`config.mk`:
```
export PLATFORM = sky130hd
export DESIGN_NAME = shot_clock_counter
export DESIGN_NICKNAME = d
export VERILOG_FILES = /design/src/rtl/shot_clock_counter.sv
export SDC_FILE = /design/constraint.sdc
export NUM_CORES = 1
export LEC_CHECK = 0
export ABC_AREA = 1
export CORE_ASPECT_RATIO = 1.75
export CORE_UTILIZATION = 50
export DETAILED_ROUTE_END_ITERATION = 8
export PLACE_DENSITY = 0.67
export SLEW_MARGIN = 20
export SYNTH_ARGS = -nofsm -noshare
export SYNTH_HDL_FRONTEND = slang
export SYNTH_SLANG_ARGS = --single-unit
```
`constraint.sdc`:
```
create_clock -name clk -period 3.9 [get_ports clk]
set_input_delay 0.585 -clock clk [delete_from_list [all_inputs] [get_ports clk]]
set_output_delay 0.585 -clock clk [all_outputs]
set_load 0.02 [all_outputs]
```
`src/rtl/shot_clock_counter.sv`:
```
// shot_clock_counter: 0..FULL_VALUE shot-clock seconds counter with run/stop, reloads and expiry buzzer
// Ports: clk, reset (sync, active-high); start_stop/reload_full/reload_short single-cycle pulses;
//        count (remaining seconds), running (RUN state), expired (EXPIRED state), buzzer (timed after expiry)
module shot_clock_counter #(
  parameter int TICK_DIV    = 50000000,
  parameter int FULL_VALUE  = 24,
  parameter int SHORT_VALUE = 14,
  parameter int BUZZ_CYCLES = 100000000
) (
  input  logic       clk,
  input  logic       reset,
  input  logic       start_stop,
  input  logic       reload_full,
  input  logic       reload_short,
  output logic [4:0] count,
  output logic       running,
  output logic       expired,
  output logic       buzzer
);
  localparam int PW = TICK_DIV > 1 ? $clog2(TICK_DIV) : 1;
  localparam int BW = BUZZ_CYCLES > 1 ? $clog2(BUZZ_CYCLES) : 1;
  typedef enum logic [1:0] {STOPPED, RUN, EXPIRED} state_t;
  state_t state_q, state_d;
  logic [4:0] count_q, count_d;
  logic [PW-1:0] presc_q, presc_d;
  logic [BW-1:0] buzz_cnt_q, buzz_cnt_d;
  logic buzzer_q, buzzer_d;
  logic tick, load, ss_act;
  assign tick = state_q == RUN && presc_q == PW'(TICK_DIV - 1);
  // a non-loading reload_short still outranks start_stop in the same cycle
  assign load = reload_full || (reload_short && count_q < 5'(SHORT_VALUE));
  assign ss_act = start_stop && !reload_full && !reload_short;
  always_comb begin
    state_d = state_q;
    count_d = count_q;
    presc_d = presc_q;
    buzz_cnt_d = buzz_cnt_q;
    buzzer_d = buzzer_q;
    if (load) begin
      count_d = reload_full ? 5'(FULL_VALUE) : 5'(SHORT_VALUE);
      presc_d = '0;
      state_d = state_q == EXPIRED ? STOPPED : state_q;
      buzz_cnt_d = '0;
      buzzer_d = 1'b0;
    end else if (state_q == RUN) begin
      presc_d = tick ? '0 : presc_q + PW'(1);
      count_d = tick ? count_q - 5'd1 : count_q;
      state_d = tick && count_q == 5'd1 ? EXPIRED : ss_act ? STOPPED : RUN;
      buzzer_d = tick && count_q == 5'd1;
      buzz_cnt_d = '0;
    end else if (state_q == STOPPED) begin
      state_d = ss_act && count_q != 5'd0 ? RUN : STOPPED;
    end else begin
      // buzzer is high while the counter runs 0..BUZZ_CYCLES-1, then the counter freezes
      buzzer_d = buzzer_q && buzz_cnt_q != BW'(BUZZ_CYCLES - 1);
      buzz_cnt_d = buzzer_q ? buzz_cnt_q + BW'(1) : buzz_cnt_q;
    end
  end
  always_ff @(posedge clk) begin
    if (reset) begin
      state_q <= STOPPED;
      count_q <= 5'(FULL_VALUE);
      presc_q <= '0;
      buzz_cnt_q <= '0;
      buzzer_q <= 1'b0;
    end else begin
      state_q <= state_d;
      count_q <= count_d;
      presc_q <= presc_d;
      buzz_cnt_q <= buzz_cnt_d;
      buzzer_q <= buzzer_d;
    end
  end
  assign count = count_q;
  assign running = state_q == RUN;
  assign expired = state_q == EXPIRED;
  assign buzzer = buzzer_q;
endmodule
```
# Word level (Yosys, flattened, before mapping)
# Index checks and enable logic that the tools add are counted.
[word_totals]
register_bits = 61
inputBits = 5
out_inout_bits = 8
elab_cells = 51
[op_classes]
addsub = 3
n_lt_le_gt_ge = 1
n_eq_ne = 7
n_mux = 14
bitwise = 1
reduce_logical = 20
[op_table]
columns = ["cell", "n"]
rows = [
  ["27-bit by 1-bit adder with 27-bit output, second input constant", 1],
  ["27-bit != test, second input constant", 1],
  ["26-bit by 1-bit adder with 26-bit output, second input constant", 1],
  ["26-bit equality test, second input constant", 1],
  ["26-bit 2-to-1 mux", 1],
  ["5-bit 2-to-1 mux", 4],
  ["2-bit 2-to-1 mux", 5],
  ["1-bit logical AND", 7],
  ["2-bit AND reduction", 3],
  ["5-bit by 1-bit equality test with 1-bit output, second input constant", 1],
  ["5-bit by 4-bit less-than comparator with 1-bit output, second input constant", 1],
  ["5-bit nonzero test", 1],
  ["5-bit by 1-bit subtractor with 5-bit output, second input constant", 1],
  ["1-bit 2-to-1 mux", 4],
  ["2-bit != test, second input constant", 2],
  ["2-bit nonzero test", 2],
  ["3-bit nonzero test", 1],
  ["3-bit OR reduction", 1],
  ["2-bit by 1-bit equality test with 1-bit output, second input constant", 1],
  ["2-bit equality test, second input constant", 1],
  ["1-bit zero test", 2],
  ["2-bit zero test", 1],
  ["2-bit OR reduction", 1],
  ["1-bit logical OR", 1],
  ["1-bit inverter", 1],
]

# Logic depth before layout (Yosys ltp)
[depth]
word_depth = 8
mapped_depth = 11
mapped_depth_nobuf = 11

# Worst setup path before layout
# Ideal clock, no wire load.
[synth_path]
kind = "register to register"
from = "register buzzer_q (netlist: buzzer)"
to = "register buzz_cnt_q[14]"
setup_ns = 0.122
arrival_ns = 1.310
required_time_ns = 3.778
setup_slack_ns = 2.468
path_stages_with_launch = 8
path_buffers = 0
period_less_slack_ns = 1.432
path_cell_list = "dfxtp_1 > inv_1 > nor2_4 > nand3_2 > nor2_4 > nand2_2 > o21ai_0 > a21oi_1"
[synth_between]
elab_chain_len = 1
[synth_lines]
columns = ["element", "line", "text"]
rows = [
  ["start, declared", "27", "logic buzzer_q, buzzer_d;"],
  ["start signal, assigned", "71", "buzzer_q <= buzzer_d;"],
  ["2-bit AND reduction (no source line)", "-", ""],
  ["end signal, assigned", "70", "buzz_cnt_q <= buzz_cnt_d;"],
  ["end, declared", "26", "logic [BW-1:0] buzz_cnt_q, buzz_cnt_d;"],
]
# No other way between the ends.
# A chain may end at the register's enable or synchronous reset.

# Final worst setup path
[layout_path]
from = "register state_q[1]"
to = "output port running"
[layout_between]
elab_chain_len = 1
[layout_lines]
columns = ["element", "line", "text"]
rows = [
  ["start, declared", "23", "state_t state_q, state_d;"],
  ["start signal, assigned", "67", "state_q <= state_d;"],
  ["2-bit by 1-bit equality test with 1-bit output", "75", "assign running = state_q == RUN;"],
  ["end, declared", "16", "output logic running,"],
]
# No other way between the ends.

==> run summary <==
The H-tree depth is 3, and the number of enable-type register cells in the synthesized netlist is 0. Dividing the final minimum period by the clock period gives 59.0%. Average cell area after synthesis: 6.72 um2. Area growth from synthesis to layout: 13.7%. The number of placement rows was 39. Setup repair after global routing left no endpoint under its margin. Setup total negative slack on the finished layout was measured at 0 ns. The data required time at the worst endpoint is 3.31 ns.

Counting flops with an async set or reset pin after synthesis yields a share of 0%. The buffers plus inverters on the worst setup path was 3. The congestion estimate from routability-driven global placement came to 0.904. For the final-layout worst hold slack, the log shows 0.475 ns.

Clock tree synthesis selected as its root buffer the cell clkbuf_16. The largest vdd supply drop came out at 328 uV. Synthesis warning total: 0.

nand2_1 is the most common cell in the netlist. After synthesis, the most frequently instantiated cells are nand2_1 (124), nor2_1 (93), dfxtp_1 (61). The netlist uses 34 different library cells. The first detailed-routing pass ran for 4 iterations. The type of origin of the critical path is a flip-flop. After routing the design area is 3850 um2.

Counting instances, the worst hold path has a depth of 2. Subtracting the final worst setup slack from the clock period gives 2.30 ns. The cell area reported after detailed placement is 3590 um2, and the hold-fix buffer count after cts is 0.

In the global route stage, overall resource usage came out at 25.6%. Global routing finished with a remaining overflow of 0. Count of pins over their slew limit: 0. For the post-CTS repair timing setup buffer count, the log shows 0. Setup violations remaining at the end of the flow were counted as 0. The clock net in this run drives a total of 61 sinks. The tools report the number of nets in the layout as 534. The min-delay analysis places its worst path in the category flip-flop to flip-flop.

The top cell family by delay on the critical path is buffers and inverters. The tools report the capture endpoint of the worst hold path as buzz_cnt_q[5]. The analysis attributes to cell leakage a power of 1.34 nW. The proportion of synthesized chip area in sequential cells came out at 36.0%.

The signal on the critical path passes through inv_2 -> nand2_4 -> clkinv_2 -> clkdlybuf4s50_1. The full die area was 7120 um2; the number of max-cap violations was 0. The via count is 3183.

Synthesis produced a netlist whose cell count is 504. For the number of antenna violations at the first check in global routing, the log shows 0. The wire length of the first global-routing pass is 13.7 mm. The startpoint identified for the worst register-to-register timing path is count[2]. Entering global routing, the biggest net connects 24 pins. The antenna diode count was 0. In this run the power density over the cells is 367 nW/um2. The chip width works out to 64.2 um.

The highest attainable clock frequency is 434 MHz, and the clock tree buffer depth is 2. The top-level I/O count was 13; the number of buffers inserted during clock tree synthesis was 9. The number of gates resized after CTS was 0.

The run gives 595 as the post-placement cell count. Counting cells, the worst reg-to-reg path comes to 8. After synthesis, the largest area contributor takes up 36.0% of total cell area. The endpoint identified for the worst register-to-register timing path is buzz_cnt_q[11]. Routed length per placed instance: 13.7 um. The worst hold path begins at buzz_cnt_q[5].

At the end of the flow the core is filled with cells to 58.9%. The run finished with clean final reports. The average via count per standard cell was 5.22.

The total length of routed wires is 8.36 mm. The post-layout instance count excluding filler cells was 610. The count of nets left with antenna violations once routing finished came out at 0. The core region is 6540 um2. The worst slew margin relative to its limit is 55.8%. TritonCTS built the clock tree.

In this run the register-to-register setup slack is 2.11 ns. At the worst endpoint, the arrival time is 1.72 ns. The final number of hold-violating endpoints is 0, and the summed instance area of the synthesized netlist is 3390 um2. The maximum fanout encountered on the critical timing path was 10; the die boundary height was 111 um. The run gives 514 as the post-synthesis net count. Cell with the largest stage delay on the worst path: clkdlybuf4s50_1. The tools report the initial core utilization as 51.8%. The tools report the critical path endpoint category as a primary output.

The start-to-end type of the worst setup path is flip-flop to primary output. The largest stage delay on the critical path was 0.57 ns. The biggest area consumer among synthesized cells is dfxtp_1.

By area the synthesized netlist is led by dfxtp_1 (36%), nand2_1 (14%), nor2_1 (10%). For the count of fill cells added during filler insertion, the log shows 681. The sum of net half-perimeters after detailed placement is 6.49 mm, and the violation count after the first detailed-route iteration is 137. Port buffering added 12 buffers.

Clock-pin slew was measured on the worst setup and hold paths at 0.05 ns. On the final layout, the worst clock skew is 0.00715 ns. For the DRC violation count after routing, the log shows 0. Synthesis inferred 61 register bits. The layout cell share with drive strength beyond 1 came out at 9.47%.

The clock insertion delay at the later pin of the skew report is 0.33 ns, and the transition time at the pin with the least slew margin is 0.657 ns. Number of global-route vias before repair: 3163. Prevailing post-synth register cell: dfxtp_1.
## worst max path at each step
stage / from / endpoint / slack (ns) / depth (start not counted)
2_1_floorplan: buzzer / buzz_cnt_q[14] / 2.47 / 7
3_3_place_gp: reload_full / buzz_cnt_q[5] / 1.67 / 8
3_5_place_dp: reload_full / buzz_cnt_q[11] / 1.62 / 8
4_1_cts: state_q[0] / running / 1.59 / 3
5_1_grt: state_q[1] / running / 1.53 / 4
6_report: state_q[1] / running / 1.60 / 4
## final cells by class
cell class | count | area (um2) | share of cell area [%]
timing repair buffer | 12 | 120 | 3.12
sequential | 61 | 1220 | 31.7
clock inverter | 2 | 10.0 | 0.260
clock buffer | 13 | 250 | 6.50
tap | 82 | 103 | 2.66
inverter | 55 | 209 | 5.43
multi-input combinational | 385 | 1940 | 50.3
## kinds of logic (layout without fill, tap and decap cells)
kind of cell,Yosys count,in the layout,share of synthesized area [%]
simple gates,318,318,43.4
flops,61,61,36.0
buf+inv,58,82,6.76
compound gates,39,39,6.06
xor+xnor,23,23,5.95
fa+ha+maj,5,5,1.85
## power by group
group | switching (mW) | internal (mW) | total, mW
clock network | 0.265 | 0.441 | 0.706
logic | 0.0455 | 0.0260 | 0.0715
registers | 0.00708 | 0.629 | 0.636
## sequential cells by signal (all words and copies together), names as in the netlist
register and flops:
presc_q 26, buzz_cnt_q 27, count 5, buzzer 1, state_q 2
## through the flow
step | power (mW) | setup slack [ns]
final | 1.41 | 1.60
after global routing | 1.46 | 1.53
after CTS | 1.43 | 1.59
after detailed placement | 0.720 | 1.62
after global placement | 0.720 | 1.67
after floorplan | 0.696 | 2.47
## per-layer routing
metal,share of wire [%],GRT usage (%),vias to the layer above
met5,0,0,-
met4,4.9,19.0,0
met3,2.2,4.42,27
met2,58,51.1,48
met1,35,20.8,1452
li1,-,-,1656
## cell usage in the layout (no fill, tap or decap), drive strengths merged
| master | n |
|---|---|
| ha | 5 |
| inv | 53 |
| o22ai | 1 |
| clkdlybuf4s50 | 12 |
| a21oi | 23 |
| a211oi | 1 |
| o21ai | 13 |
| or2 | 2 |
| nand3b | 4 |
| clkinv | 4 |
| nand4 | 14 |
| dfxtp | 61 |
| nor3 | 20 |
| xor2 | 14 |
| nand2 | 135 |
| nor3b | 1 |
| and2 | 1 |
| nor2 | 102 |
| nand3 | 38 |
| xnor2 | 9 |
| and3 | 1 |
| clkbuf | 13 |
| o21bai | 1 |
## worst register-to-register path: cells and delay by family, from the launching register on
family | cells | cell delay [ns]
AOI/OAI and AO/OA | 2 | 0.25
buffers and inverters | 1 | 0.25
DFF | 1 | 0.44
and+or+nand+nor | 5 | 0.79
Power figures use the tool's default switching activity.
